<file path="config.mk">
export PLATFORM = sky130hd
export DESIGN_NAME = orange_zone_classifier_flat
export DESIGN_NICKNAME = d
export VERILOG_FILES = /design/src/rtl/orange_zone_classifier_if.sv /design/src/rtl/orange_zone_classifier.sv /design/src/flat_wrapper.sv
export SDC_FILE = /design/constraint.sdc
export NUM_CORES = 1
export LEC_CHECK = 0
export ABC_AREA = 1
export BUFFER_PORTS_ARGS = -buffer_cell sky130_fd_sc_hd__buf_2
export CAP_MARGIN = 5
export CORE_MARGIN = 2
export CORE_UTILIZATION = 50
export CTS_CLUSTER_DIAMETER = 120
export CTS_CLUSTER_SIZE = 20
export DETAILED_ROUTE_END_ITERATION = 8
export GPL_ROUTABILITY_DRIVEN = 0
export HOLD_SLACK_MARGIN = 0.15
export PLACE_DENSITY_LB_ADDON = 0.3
export SLEW_MARGIN = 5
export SYNTH_ARGS = -nofsm -noshare
export SYNTH_HDL_FRONTEND = slang
export SYNTH_SLANG_ARGS = --single-unit
</file>
<file path="constraint.sdc">
create_clock -name clk -period 3.9 [get_ports clk]
set_clock_uncertainty 0.1 [all_clocks]
set_input_delay 1.17 -clock clk [delete_from_list [all_inputs] [get_ports clk]]
set_output_delay 1.17 -clock clk [all_outputs]
set_load 0.02 [all_outputs]
</file>
<file path="src/rtl/orange_zone_classifier_if.sv">
// Pixel-stream and decision handshake bundle for orange_zone_classifier.
// Master drives pixels/ready; slave (the classifier) drives the decision outputs.
`timescale 1ns/1ps
interface orange_zone_classifier_if #(
  parameter int NUM_ZONES = 3,
  parameter int CNT_W     = 16
);
  localparam int ZIW = $clog2(NUM_ZONES);

  logic                       vsync;
  logic                       href;
  logic                       pix_en;
  logic                       is_orange;
  logic                       fast;
  logic                       orange_detected;
  logic [ZIW-1:0]             best_zone;
  logic [2:0]                 direction;
  logic                       result_valid;
  logic                       result_ready;
  logic                       overrun;
  logic [NUM_ZONES*CNT_W-1:0] zone_counts;

  modport master (
    output vsync, href, pix_en, is_orange, fast, result_ready,
    input  orange_detected, best_zone, direction, result_valid, overrun, zone_counts
  );

  modport slave (
    input  vsync, href, pix_en, is_orange, fast, result_ready,
    output orange_detected, best_zone, direction, result_valid, overrun, zone_counts
  );
endinterface

</file>
<file path="src/rtl/orange_zone_classifier.sv">
// Per-zone orange pixel histogram over a line window with argmax steering decision.
// ORANGE_ZONE_HIST_EN defined: zone_counts snapshot registered with each decision.
`timescale 1ns/1ps
module orange_zone_classifier #(
  parameter int NUM_ZONES          = 3,
  parameter int LINE_WIDTH         = 320,
  parameter int LINES_PER_DECISION = 1,
  parameter int CNT_W              = 16,
  parameter int MIN_PIXELS         = 8
) (
  input logic                    clk,
  input logic                    reset,
  orange_zone_classifier_if.slave bus
);
  localparam int ZW  = LINE_WIDTH / NUM_ZONES;
  localparam int ZIW = $clog2(NUM_ZONES);
  localparam int PIW = $clog2(LINE_WIDTH + 1);
  localparam int ZPW = $clog2(ZW + 1);
  localparam int LCW = (LINES_PER_DECISION > 1) ? $clog2(LINES_PER_DECISION) : 1;
  localparam logic [CNT_W-1:0] CNT_MAX = '1;
  localparam logic [ZIW-1:0]   CENTRE  = ZIW'(NUM_ZONES / 2);
  localparam logic [ZIW-1:0]   LAST    = ZIW'(NUM_ZONES - 1);

  typedef enum logic [1:0] {S_IDLE, S_ACTIVE, S_EVAL, S_UPDATE} state_e;

  state_e           state_q, state_d;
  logic             href_q;
  logic [PIW-1:0]   pix_q, pix_d;
  logic [ZPW-1:0]   zpos_q, zpos_d;
  logic [ZIW-1:0]   zone_q, zone_d;
  logic [LCW-1:0]   line_q, line_d;
  logic [CNT_W-1:0] acc_q [NUM_ZONES];
  logic [CNT_W-1:0] acc_d [NUM_ZONES];
  logic [ZIW-1:0]   eval_q, eval_d;
  logic [CNT_W-1:0] max_q, max_d;
  logic [ZIW-1:0]   best_q, best_d;
  logic [CNT_W-1:0] total_q, total_d;
  logic             det_q, det_d;
  logic [ZIW-1:0]   bz_q, bz_d;
  logic [2:0]       dir_q, dir_d;
  logic             valid_q, valid_d;
  logic             ovr_q, ovr_d;
  logic [CNT_W:0]   sum;
  logic [CNT_W-1:0] cur;
  logic             upd;

`ifdef ORANGE_ZONE_HIST_EN
  logic [NUM_ZONES*CNT_W-1:0] hist_q, hist_d;
`endif

  always_comb begin
    state_d = state_q;
    pix_d   = pix_q;
    zpos_d  = zpos_q;
    zone_d  = zone_q;
    line_d  = line_q;
    acc_d   = acc_q;
    eval_d  = eval_q;
    max_d   = max_q;
    best_d  = best_q;
    total_d = total_q;
    det_d   = det_q;
    bz_d    = bz_q;
    dir_d   = dir_q;
    upd     = 1'b0;
    cur     = acc_q[eval_q];
    sum     = {1'b0, total_q} + {1'b0, cur};
`ifdef ORANGE_ZONE_HIST_EN
    hist_d  = hist_q;
`endif

    if (bus.vsync) begin
      state_d = S_IDLE;
      line_d  = '0;
      for (int unsigned i = 0; i < NUM_ZONES; i++) acc_d[i] = '0;
    end else begin
      unique case (state_q)
        S_IDLE: begin
          // Edge-triggered entry skips a line already in progress.
          if (bus.href && !href_q) begin
            state_d = S_ACTIVE;
            pix_d   = '0;
            zpos_d  = '0;
            zone_d  = '0;
          end
        end
        S_ACTIVE: begin
          if (!bus.href) begin
            if (line_q == LCW'(LINES_PER_DECISION - 1)) begin
              state_d = S_EVAL;
              line_d  = '0;
              eval_d  = '0;
            end else begin
              state_d = S_IDLE;
              line_d  = line_q + 1'b1;
            end
          end else if (bus.pix_en && pix_q < PIW'(LINE_WIDTH)) begin
            if (bus.is_orange && acc_q[zone_q] != CNT_MAX)
              acc_d[zone_q] = acc_q[zone_q] + 1'b1;
            pix_d = pix_q + 1'b1;
            // The last zone never advances, so it absorbs the remainder pixels.
            if (zone_q != LAST) begin
              if (zpos_q == ZPW'(ZW - 1)) begin
                zone_d = zone_q + 1'b1;
                zpos_d = '0;
              end else begin
                zpos_d = zpos_q + 1'b1;
              end
            end
          end
        end
        S_EVAL: begin
          if (eval_q == '0) begin
            max_d   = cur;
            best_d  = '0;
            total_d = cur;
          end else begin
            if (cur > max_q) begin
              max_d  = cur;
              best_d = eval_q;
            end
            total_d = sum[CNT_W] ? CNT_MAX : sum[CNT_W-1:0];
          end
          if (eval_q == LAST) state_d = S_UPDATE;
          else                eval_d  = eval_q + 1'b1;
        end
        S_UPDATE: begin
          upd     = 1'b1;
          state_d = S_IDLE;
          if (int'(total_q) < MIN_PIXELS) begin
            det_d = 1'b0;
            bz_d  = '0;
            dir_d = 3'd0;
          end else begin
            det_d = 1'b1;
            bz_d  = best_q;
            if (best_q < CENTRE)      dir_d = 3'd1;
            else if (best_q > CENTRE) dir_d = 3'd2;
            else                      dir_d = bus.fast ? 3'd3 : 3'd4;
          end
`ifdef ORANGE_ZONE_HIST_EN
          for (int unsigned i = 0; i < NUM_ZONES; i++)
            hist_d[i*CNT_W +: CNT_W] = acc_q[i];
`endif
          for (int unsigned i = 0; i < NUM_ZONES; i++) acc_d[i] = '0;
        end
        default: state_d = S_IDLE;
      endcase
    end

    valid_d = valid_q;
    if (valid_q && bus.result_ready) valid_d = 1'b0;
    if (upd) valid_d = 1'b1;
    ovr_d = upd && valid_q && !bus.result_ready;
  end

  always_ff @(posedge clk) begin
    href_q <= bus.href;
    if (reset) begin
      state_q <= S_IDLE;
      pix_q   <= '0;
      zpos_q  <= '0;
      zone_q  <= '0;
      line_q  <= '0;
      acc_q   <= '{default: '0};
      eval_q  <= '0;
      max_q   <= '0;
      best_q  <= '0;
      total_q <= '0;
      det_q   <= 1'b0;
      bz_q    <= '0;
      dir_q   <= '0;
      valid_q <= 1'b0;
      ovr_q   <= 1'b0;
`ifdef ORANGE_ZONE_HIST_EN
      hist_q  <= '0;
`endif
    end else begin
      state_q <= state_d;
      pix_q   <= pix_d;
      zpos_q  <= zpos_d;
      zone_q  <= zone_d;
      line_q  <= line_d;
      acc_q   <= acc_d;
      eval_q  <= eval_d;
      max_q   <= max_d;
      best_q  <= best_d;
      total_q <= total_d;
      det_q   <= det_d;
      bz_q    <= bz_d;
      dir_q   <= dir_d;
      valid_q <= valid_d;
      ovr_q   <= ovr_d;
`ifdef ORANGE_ZONE_HIST_EN
      hist_q  <= hist_d;
`endif
    end
  end

  assign bus.orange_detected = det_q;
  assign bus.best_zone       = bz_q;
  assign bus.direction       = dir_q;
  assign bus.result_valid    = valid_q;
  assign bus.overrun         = ovr_q;
`ifdef ORANGE_ZONE_HIST_EN
  assign bus.zone_counts     = hist_q;
`else
  assign bus.zone_counts     = '0;
`endif
endmodule
</file>
<file path="src/flat_wrapper.sv">
// flat-port wrapper written by rule: the top's interface ports become plain ports
module orange_zone_classifier_flat 
#(
  parameter int NUM_ZONES          = 3,
  parameter int LINE_WIDTH         = 320,
  parameter int LINES_PER_DECISION = 1,
  parameter int CNT_W              = 16,
  parameter int MIN_PIXELS         = 8
)
  (clk, reset, bus_vsync, bus_href, bus_pix_en, bus_is_orange, bus_fast, bus_result_ready, bus_orange_detected, bus_best_zone, bus_direction, bus_result_valid, bus_overrun, bus_zone_counts);
  orange_zone_classifier_if #(.NUM_ZONES(NUM_ZONES), .CNT_W(CNT_W)) bus_i ();
  input logic clk;
  input logic reset;
  input wire logic [$bits(bus_i.vsync)-1:0] bus_vsync;
  input wire logic [$bits(bus_i.href)-1:0] bus_href;
  input wire logic [$bits(bus_i.pix_en)-1:0] bus_pix_en;
  input wire logic [$bits(bus_i.is_orange)-1:0] bus_is_orange;
  input wire logic [$bits(bus_i.fast)-1:0] bus_fast;
  input wire logic [$bits(bus_i.result_ready)-1:0] bus_result_ready;
  output wire logic [$bits(bus_i.orange_detected)-1:0] bus_orange_detected;
  output wire logic [$bits(bus_i.best_zone)-1:0] bus_best_zone;
  output wire logic [$bits(bus_i.direction)-1:0] bus_direction;
  output wire logic [$bits(bus_i.result_valid)-1:0] bus_result_valid;
  output wire logic [$bits(bus_i.overrun)-1:0] bus_overrun;
  output wire logic [$bits(bus_i.zone_counts)-1:0] bus_zone_counts;
  assign bus_i.vsync = bus_vsync;
  assign bus_i.href = bus_href;
  assign bus_i.pix_en = bus_pix_en;
  assign bus_i.is_orange = bus_is_orange;
  assign bus_i.fast = bus_fast;
  assign bus_i.result_ready = bus_result_ready;
  assign bus_orange_detected = bus_i.orange_detected;
  assign bus_best_zone = bus_i.best_zone;
  assign bus_direction = bus_i.direction;
  assign bus_result_valid = bus_i.result_valid;
  assign bus_overrun = bus_i.overrun;
  assign bus_zone_counts = bus_i.zone_counts;
  orange_zone_classifier #(.NUM_ZONES(NUM_ZONES), .LINE_WIDTH(LINE_WIDTH), .LINES_PER_DECISION(LINES_PER_DECISION), .CNT_W(CNT_W), .MIN_PIXELS(MIN_PIXELS)) u_core (.clk(clk), .reset(reset), .bus(bus_i));
endmodule
</file>
======== Word-level counts from Yosys, hierarchy flattened ========
Index checks and enable logic that the tools add are counted.
storage, ports and cells
  bits in registers ....................... 114
  bits in latches ......................... 0
  memory bits (writable) .................. 0
  bits in read-only memories .............. 0
  input bits .............................. 8
  output and inout bits ................... 56
  word-level logic and storage cells ...... 136
  memories ................................ 0
cells by class
  $add $sub $neg .......................... 7
  multiply operators ...................... 0
  divide/modulo/power cells ............... 0
  order comparisons ....................... 8
  equal/unequal tests ..................... 17
  shift operators ......................... 0
  mux-type cells .......................... 55
  bitwise gates (word level) .............. 4
  reductions and logical operators ........ 27
operators with widths
  operator                 number
  $mux W16                 9
  $mux W48                 3
  $pmux W48 S2             1
  $bmux W16 S2             2
  $bwmux W48               1
  $mux W7                  5
  $demux W16 S2            1
  $mux W2                  15
  $mux W9                  3
  $pmux W9 S2              1
  $add A16 B16 Y17         1
  $add A16 B1 Y16 const B  1
  $gt A16 B16 Y1           1
  $lt A16 B4 Y1 const B    1
  $ne A16 B16 Y1 const B   1
  $pmux W7 S2              1
  $mux W3                  4
  $ne A2 B1 Y1 const B     6
  $ne A2 B2 Y1 const B     5
  $reduce_and A5 Y1        2
  $reduce_bool A2 Y1       5
  $add A9 B1 Y9 const B    1
  $lt A9 B9 Y1 const B     1
  $pmux W2 S2              2
  other kinds (23)         45

======== Logic depth before layout (Yosys ltp) ========
Gate-level depths: netlist (run 1).
  depth after elaboration ................. 10
  depth in mapped cells ................... 21
  gate-level depth less buffers ........... 19

======== Worst setup path after synthesis (run 1) ========
Ideal clock, no wire load.
  kind .................................... reg-to-reg
  start point ............................. register u_core.eval_q[0]
  end point ............................... register u_core.total_q[15]
  setup time .............................. 0.132 ns
  arrival time ............................ 2.862 ns
  data required time ...................... 3.668 ns
  slack ................................... 0.805 ns
  cell stages (with the launch flop) ...... 17
  path buffers ............................ 2
  clock period less this slack ............ 3.095 ns
  cells stage by stage .................... dfxtp_1 > clkbuf_1 > inv_1 > buf_1 > a21oi_1 > a221oi_1 > ha_1 > a21oi_1 > nor2_1 > nor2_1 > nand2_1 > nand2_1 > nand2_1 > o21ai_1 > inv_1 > o21bai_1 > a21oi_1
on the way
  longest elaborated chain between the ends .. 7
  elaborated cells between the ends (all ways) .. 8
  those cells by class .................... add/sub: 1; mux: 5; bitwise: 1; reduce/logical: 1
RTL lines
  item                                          RTL line                       RTL
  start, declared                               orange_zone_classifier.sv:34   logic [ZIW-1:0] eval_q, eval_d;
  start signal, assigned                        orange_zone_classifier.sv:185  eval_q <= eval_d;
  $not A2 Y3 (implied by the code)              orange_zone_classifier.sv:66   cur = acc_q[eval_q];
  $bmux W16 S2                                  orange_zone_classifier.sv:66
  $mux W16 (implied by the code) (2 in series)  orange_zone_classifier.sv:66
  named net u_core.cur[5]                       orange_zone_classifier.sv:44   logic [CNT_W-1:0] cur;
  $add A16 B16 Y17                              orange_zone_classifier.sv:67   sum = {1'b0, total_q} + {1'b0, cur};
  $mux W16                                      orange_zone_classifier.sv:122  total_d = sum[CNT_W] ? CNT_MAX : sum[CNT_W-1:0];
  $mux W16                                      orange_zone_classifier.sv:113  if (eval_q == '0) begin
  end signal, assigned                          orange_zone_classifier.sv:188  total_q <= total_d;
  end, declared                                 orange_zone_classifier.sv:37   logic [CNT_W-1:0] total_q, total_d;
The timed path passes the listed nets, and every way through them passes these cells. The select of a mux whose other input is x is not followed.
A chain may end at the register's enable or synchronous reset.

======== Final worst setup path (run 1) ========
  start point ............................. register u_core.eval_q[1]
  end point ............................... register u_core.total_q[15]
The elaborated chain is that of the path after synthesis.

==> results of run 1 <==
==> through the flow <==
| step | utilization [%] | power, W | area, um^2 | hold slack (ns) |
|---|---|---|---|---|
| after floorplan | - | 0.00172 | 7890 | 0.339 |
| after global placement | 51.4 | 0.00184 | 7790 | 0.351 |
| after detailed placement | 51.4 | 0.00185 | 7790 | 0.352 |
| after CTS | 55.7 | 0.00354 | 8430 | 0.361 |
| after global routing | 55.7 | 0.00368 | 8440 | 0.379 |
| final | 55.7 | 0.00352 | 8440 | 0.363 |
==> cells by family (layout without fill, tap and decap cells) <==
family,Yosys count,after routing,share of synthesized area [%]
simple gates,568,568,31.6
buf+inv,223,206,14.4
compound gates,193,193,14.5
flops,113,113,29.3
fa+ha+maj,47,47,7.72
xor+xnor,21,21,2.39
other cells,1,48,0.0486
==> final cells by class <==
class	count	area, um^2	area share [%]
multi-input cells	877	4520	53.5
inverters	134	513	6.08
well taps	188	235	2.79
clock buffers	20	467	5.53
flip-flops and latches	113	2260	26.8
repair buffers	40	263	3.11
clock inverters	12	180	2.14
==> where the power goes <==
part	switching, W	internal (W)	leakage, nW
registers	0.0000189	0.00117	0.912
clock network	0.000571	0.00112	0.301
logic	0.000447	0.000194	2.60
==> metal layers <==
metal  vias to the layer above  global-route usage (%)  share of wire (%)
li1                       3748                       -                  -
met1                      3328                    33.0                 47
met2                       247                    40.7                 45
met3                        39                    4.38                5.9
met4                         0                    8.47                2.1
met5                         -                       0                  0
==> path summary, 6_finish.rpt <==
path	startpoint	to	slack (ns)	cells past startpoint
worst max-delay path	u_core.eval_q[1]$_SDFFE_PP0P_	u_core.total_q[15]$_SDFFE_PP0P_	0.37	14
worst min register to register	u_core.acc_q[40]$_SDFFE_PP0P_	u_core.acc_q[40]$_SDFFE_PP0P_	0.36	2
worst min-delay path	u_core.acc_q[40]$_SDFFE_PP0P_	u_core.acc_q[40]$_SDFFE_PP0P_	0.36	2
worst max register to register	u_core.eval_q[1]$_SDFFE_PP0P_	u_core.total_q[15]$_SDFFE_PP0P_	0.37	14
==> critical path, delay by kind of cell, from the launching register on <==
family / cells / cell delay (ns)
adder cells (fa/ha/maj): 1 / 0.40
AO/OA/AOI/OAI: 6 / 1.35
buffers and inverters: 3 / 0.72
flip-flops: 1 / 0.42
AND/OR/NAND/NOR: 4 / 0.37
==> placed cells by master (no fill, tap or decap), drive strengths merged, types with 2 or more instances in the layout <==
cell type,n
dfxtp,113
bufinv,4
clkbuf,20
a211oi,5
a21o,2
xnor2,5
nor2,150
o22ai,3
ha,46
a221oi,8
o21a,2
inv,131
nor3b,4
buf,40
nand2,296
nor3,19
o21ai,40
xor2,16
conb,48
nand3,54
a21oi,112
clkinv,6
nand4,41
o21bai,9
o211ai,8
nor4,2
clkinvlp,5
==> registers in the layout (all words and copies together), names as in the netlist, 2 cells and up <==
register and count:
u_core.acc_q 48, u_core.best_q 2, u_core.bus.best_zone 2, u_core.bus.direction 3, u_core.eval_q 2, u_core.max_q 16, u_core.pix_q 9, u_core.state_q 2
u_core.total_q 16, u_core.zone_q 2, u_core.zpos_q 7
==> what timing repair did <==
action,4_1_cts,5_1_grt
resized for setup,0,1
endpoints found under the hold margin,0,0
setup endpoints to repair,0,3
==> flow_metrics.tcl, run 1 <==
set metrics [dict create \
    clk_pin_slew_ns 0.06 \
    nets 1238 \
    layout-drive-gt1-share_pct 8.78 \
    slowest_delay_ns 0.57 \
    worstPathMaxFanout 14 \
    wl_per_cell_um 14.1 \
    vias_per_cell 5.32 \
    clockBufferDepth 2 \
    dp_hpwl_um 14300 \
    grt_pass1_wl_um 32400 \
    die_area_um2 16400 \
    die_h_um 128 \
    crit_path_end_kind "register" \
    avgSynthCellArea_um2 6.61 \
    synth_area_leader_cell "dfxtp_1" \
    gr-total-overflow 0 \
    ys_seq_area_share_pct 29.3 \
    htree_levels 4 \
    post_cts.repair.setup_buffers 0 \
    slew_viol_final 0 \
    ctsRootBufferMaster "clkbuf_16" \
    first_pass_iters 6 \
    postSynth.asyncResetShare_pct 0 \
    grt_max_degree 36 \
    synth_edf_count 0 \
    die_x_um 128 \
    drcViolationCount 0 \
    crit_type "reg2reg" \
    worst_pin_slew_ns 0.849 \
    synthTopCellsByCount "nand2_1 (284), nor2_1 (147), inv_1 (126)" \
    leakagePower_nw 3.81 \
    fillCellCount 1514 \
    portBuffers 15 \
    fin_ws_ns 0.373 \
    syn_inst 1166 \
    cts_num_sinks 113 \
    pre_cts_ws_ns 0.377 \
    holdBufCountCts 0 \
    relSlewSlack_pct 43.4 \
    status "completed" \
    setup_violations 0 \
    antenna_found_initial 0 \
    start_util_pct 50.9 \
    power.density_nw_per_um2 418 \
    synthDistinctLibCells 49 \
    wirelength_um 19600 \
    core_um2 15100 \
    antenna_left 0 \
    cp_slowest_cell "a21oi_1" \
    synth_ff_type "dfxtp_1" \
    fmax_mhz 284 \
    cts_tree "built" \
    grtUsageTotal_pct 24.8 \
    drt_iter0_markers 574 \
    synth_top_area_share_pct 29.3 \
    grt_pass1_vias 6681 \
    syn-cell-area_um2 7710 \
    hold_viol_final 0 \
    holdCritPathClass "reg2reg" \
    drv_cap 0 \
    clkLatencyLatePin_ns 0.43 \
    place_inst 1352 \
    final_cells 1384 \
    critPathLaunchType "register" \
    worst_path_most_repeated_cell "inv_1" \
    numCtsBuffers 17 \
    yosysMostFrequentCell "nand2_1" \
    vias 7362 \
    fp-row-count 45 \
    required_ns 4.10 \
    ys_warn_count 0 \
    pin_count 64 \
    antenna_cells 0 \
    synth_seq_cells 113 \
    rsz0062_at_grt "no" \
    path_cells "inv_1, o22ai_1, a21oi_1, ha_1, inv_1, o21bai_1, nand3_1, nand4_1, nor2_1, nand2_1, o21ai_1, inv_1, o21bai_1, a21oi_1" \
    synth_area_leaders "dfxtp_1 (29%), nand2_1 (14%), ha_1 (7.5%), nor2_1 (7.2%), a21oi_1 (6.8%)" \
    period_share_pct 90.4 \
    fin_setup_tns_ns 0 \
    period_minus_slack_ns 3.53 \
    ir_drop_mv 0.317 \
    syn2layout_area_growth_pct 9.43 \
    cp_data_arrival_time_ns 3.72 \
]
Power figures use the tool's default switching activity.
==> run 2, diff against run 1 <==
--- a/config.mk
+++ b/config.mk
@@ -5,7 +5,6 @@
 export SDC_FILE = /design/constraint.sdc
 export NUM_CORES = 1
 export LEC_CHECK = 0
-export ABC_AREA = 1
 export BUFFER_PORTS_ARGS = -buffer_cell sky130_fd_sc_hd__buf_2
 export CAP_MARGIN = 5
 export CORE_MARGIN = 2
==> flow_metrics.tcl, run 2 <==
set metrics [dict create \
    status "completed" \
    largest_register_ff_count 48 \
    most-common-layout-cells "dfxtp_1 (112), nor2_1 (90), nand2_1 (65), o2bb2ai_1 (61), conb_1 (48)" \
    p_clk_share_pct 55.4 \
    die_area_um2 14800 \
    holdCritPathClass "reg2reg" \
    fin_setup_tns_ns 0 \
    ys_warn_count 0 \
    clkLatencyLatePin_ns 0.41 \
    nets 879 \
    postSynth.asyncResetShare_pct 0 \
    drv_cap 0 \
    combPwrFrac_pct 4.1 \
    die_h_um 122 \
    wirelength_um 17200 \
    htree_levels 4 \
    relSlewSlack_pct 36.6 \
    reg_top3 "u_core.acc_q (48), u_core.max_q (16), u_core.total_q (16)" \
    syn-cell-area_um2 6910 \
    drt_iter0_markers 472 \
    fillCellCount 1194 \
    max_flop_register "u_core.acc_q" \
    gr-total-overflow 0 \
    slowest_delay_ns 0.49 \
    rsz0062_at_grt "no" \
    portBuffers 15 \
    cp_data_arrival_time_ns 3.87 \
    synth_ff_type "dfxtp_1" \
    pin_count 64 \
    setup_violations 0 \
    multiInputGateArea_um2 4100 \
    numCtsBuffers 17 \
    crit_family "compound AO/OA/AOI/OAI gates" \
    hold_start "u_core.total_q[0]$_SDFFE_PP0P_" \
    synthTopCellsByCount "dfxtp_1 (113), nor2_1 (90), nand2_1 (65)" \
    avgSynthCellArea_um2 8.55 \
    antenna_cells 0 \
    dp_hpwl_um 12000 \
    power.density_nw_per_um2 378 \
    clockBufferDepth 2 \
    ys_seq_area_share_pct 32.7 \
    grt_max_degree 42 \
    critPathLaunchType "register" \
    slew_viol_final 0 \
    clk_pin_slew_ns 0.05 \
    cts_num_sinks 113 \
    leakagePower_nw 3.09 \
    hold_viol_final 0 \
    final_util_pct 57.0 \
    post_cts.repair.setup_buffers 0 \
    antenna_left 0 \
    period_minus_slack_ns 3.69 \
    die_x_um 122 \
    ctsRootBufferMaster "clkbuf_16" \
    hold-worst-slack_ns 0.356 \
    syn_inst 808 \
    regArea_um2 2260 \
    yosysMostFrequentCell "dfxtp_1" \
    grt_pass1_wl_um 28200 \
    path_buf_inv 4 \
    required_ns 4.08 \
    swShare_pct 22.3 \
    mostFrequentLayoutCell "dfxtp_1" \
    syn2layout_area_growth_pct 10.1 \
    synth_area_leaders "dfxtp_1 (33%), ha_1 (8.3%), o2bb2ai_1 (7.7%), mux2i_1 (5.6%), buf_4 (5.3%)" \
    grtUsageTotal_pct 24.0 \
    worstPathMaxFanout 15 \
    final_area_um2 7610 \
    period_share_pct 94.7 \
    cp_slowest_cell "a211oi_1" \
    antenna_found_initial 0 \
    reg2reg_from "u_core.eval_q[0]$_SDFFE_PP0P_" \
    crit_type "reg2reg" \
    place_inst 981 \
    ir_drop_mv 0.310 \
    fp-row-count 42 \
    final_cells 1013 \
    crit_path_end_kind "register" \
    start_util_pct 51.8 \
    synth_area_leader_cell "dfxtp_1" \
    postPlaceCellArea_um2 6990 \
    vias_per_cell 5.86 \
    p_seq_share_pct 40.5 \
    synth_seq_cells 113 \
    synth_top_area_share_pct 32.7 \
    worst_pin_slew_ns 0.947 \
    crit_start "u_core.eval_q[0]$_SDFFE_PP0P_" \
    layout-drive-gt1-share_pct 9.68 \
    internal-power_w 0.00223 \
    fmax_mhz 271 \
    core_um2 13300 \
    grt_pass1_vias 5777 \
    drcViolationCount 0 \
    path_cells "buf_12, clkinv_1, buf_4, a31oi_1, inv_1, ha_1, o21a_1, nor2_1, o21bai_1, a211oi_1, nor2b_4, o211ai_1, a21oi_1" \
    wl_per_cell_um 17.0 \
    synthDistinctLibCells 60 \
    synth_edf_count 0 \
    switchingPower_w 0.000640 \
    cts_tree "built" \
    first_pass_iters 5 \
    vias 5933 \
]
## run 2: path summary, 6_finish.rpt
kind	endpoint	slack, ns	cells after the start
min reg2reg	u_core.total_q[0]$_SDFFE_PP0P_	0.36	2
max	u_core.total_q[9]$_SDFFE_PP0P_	0.21	13
max reg2reg	u_core.total_q[9]$_SDFFE_PP0P_	0.21	13
min	u_core.total_q[0]$_SDFFE_PP0P_	0.36	2
## run 2: per-layer routing
metal  vias to the layer above  routed length [um]  track usage [%]
li1                       2818                   -                -
met2                       238                8000             38.9
met1                      2828                7640             30.8
met3                        49                1070             5.20
met4                         0                 478             11.1
met5                         -                   0                0
## run 2: cells by family (layout without fill, tap and decap cells)
logic type,after synthesis,after routing,share of synthesized area [%]
AND/OR/NAND/NOR,224,224,15.1
AO/OA/AOI/OAI,217,217,22.5
buffers and inverters,130,112,10.7
flip-flops,113,113,32.7
adder cells (fa/ha/maj),47,47,8.62
multiplexers,39,39,5.65
XOR/XNOR,37,37,4.69
other,1,48,0.0543
## run 2: cell type report
cell class / count / share of cell area [%]
inverter: 45 / 2.22
sequential: 113 / 29.7
timing repair buffer: 35 / 3.29
tap: 176 / 2.89
multi-input combinational: 612 / 53.9
clock buffer: 22 / 6.23
clock inverter: 10 / 1.74
## run 2: per-stage QoR
| step | setup slack (ns) | total power, W |
|---|---|---|
| final | 0.209 | 0.00287 |
| after global routing | 0.0662 | 0.00295 |
| after floorplan | 0.181 | 0.00132 |
| after CTS | 0.254 | 0.00288 |
| after global placement | 0.181 | 0.00130 |
| after detailed placement | -0.0180 | 0.00130 |
## run 2: worst min-delay path, stage by stage, from the launching register on
cell and delay [ns]:
dfxtp_1 0.31, nand2_1 0.06, nand2_1 0.05
## run 2: what timing repair did
action / in CTS / in global routing
gates resized for setup: 1 / 3
endpoints found under the setup margin: 5 / 17
hold endpoints to repair: 0 / 0
hold buffers: 0 / 0
## run 2: power by group through the flow
stage          registers (W)  clock network, W  logic [W]
2_1_floorplan        0.00119                 0   0.000131
3_3_place_gp         0.00119                 0   0.000113
3_5_place_dp         0.00119                 0   0.000116
4_1_cts              0.00116           0.00160   0.000117
5_1_grt              0.00116           0.00165   0.000129
6_report             0.00116           0.00159   0.000118
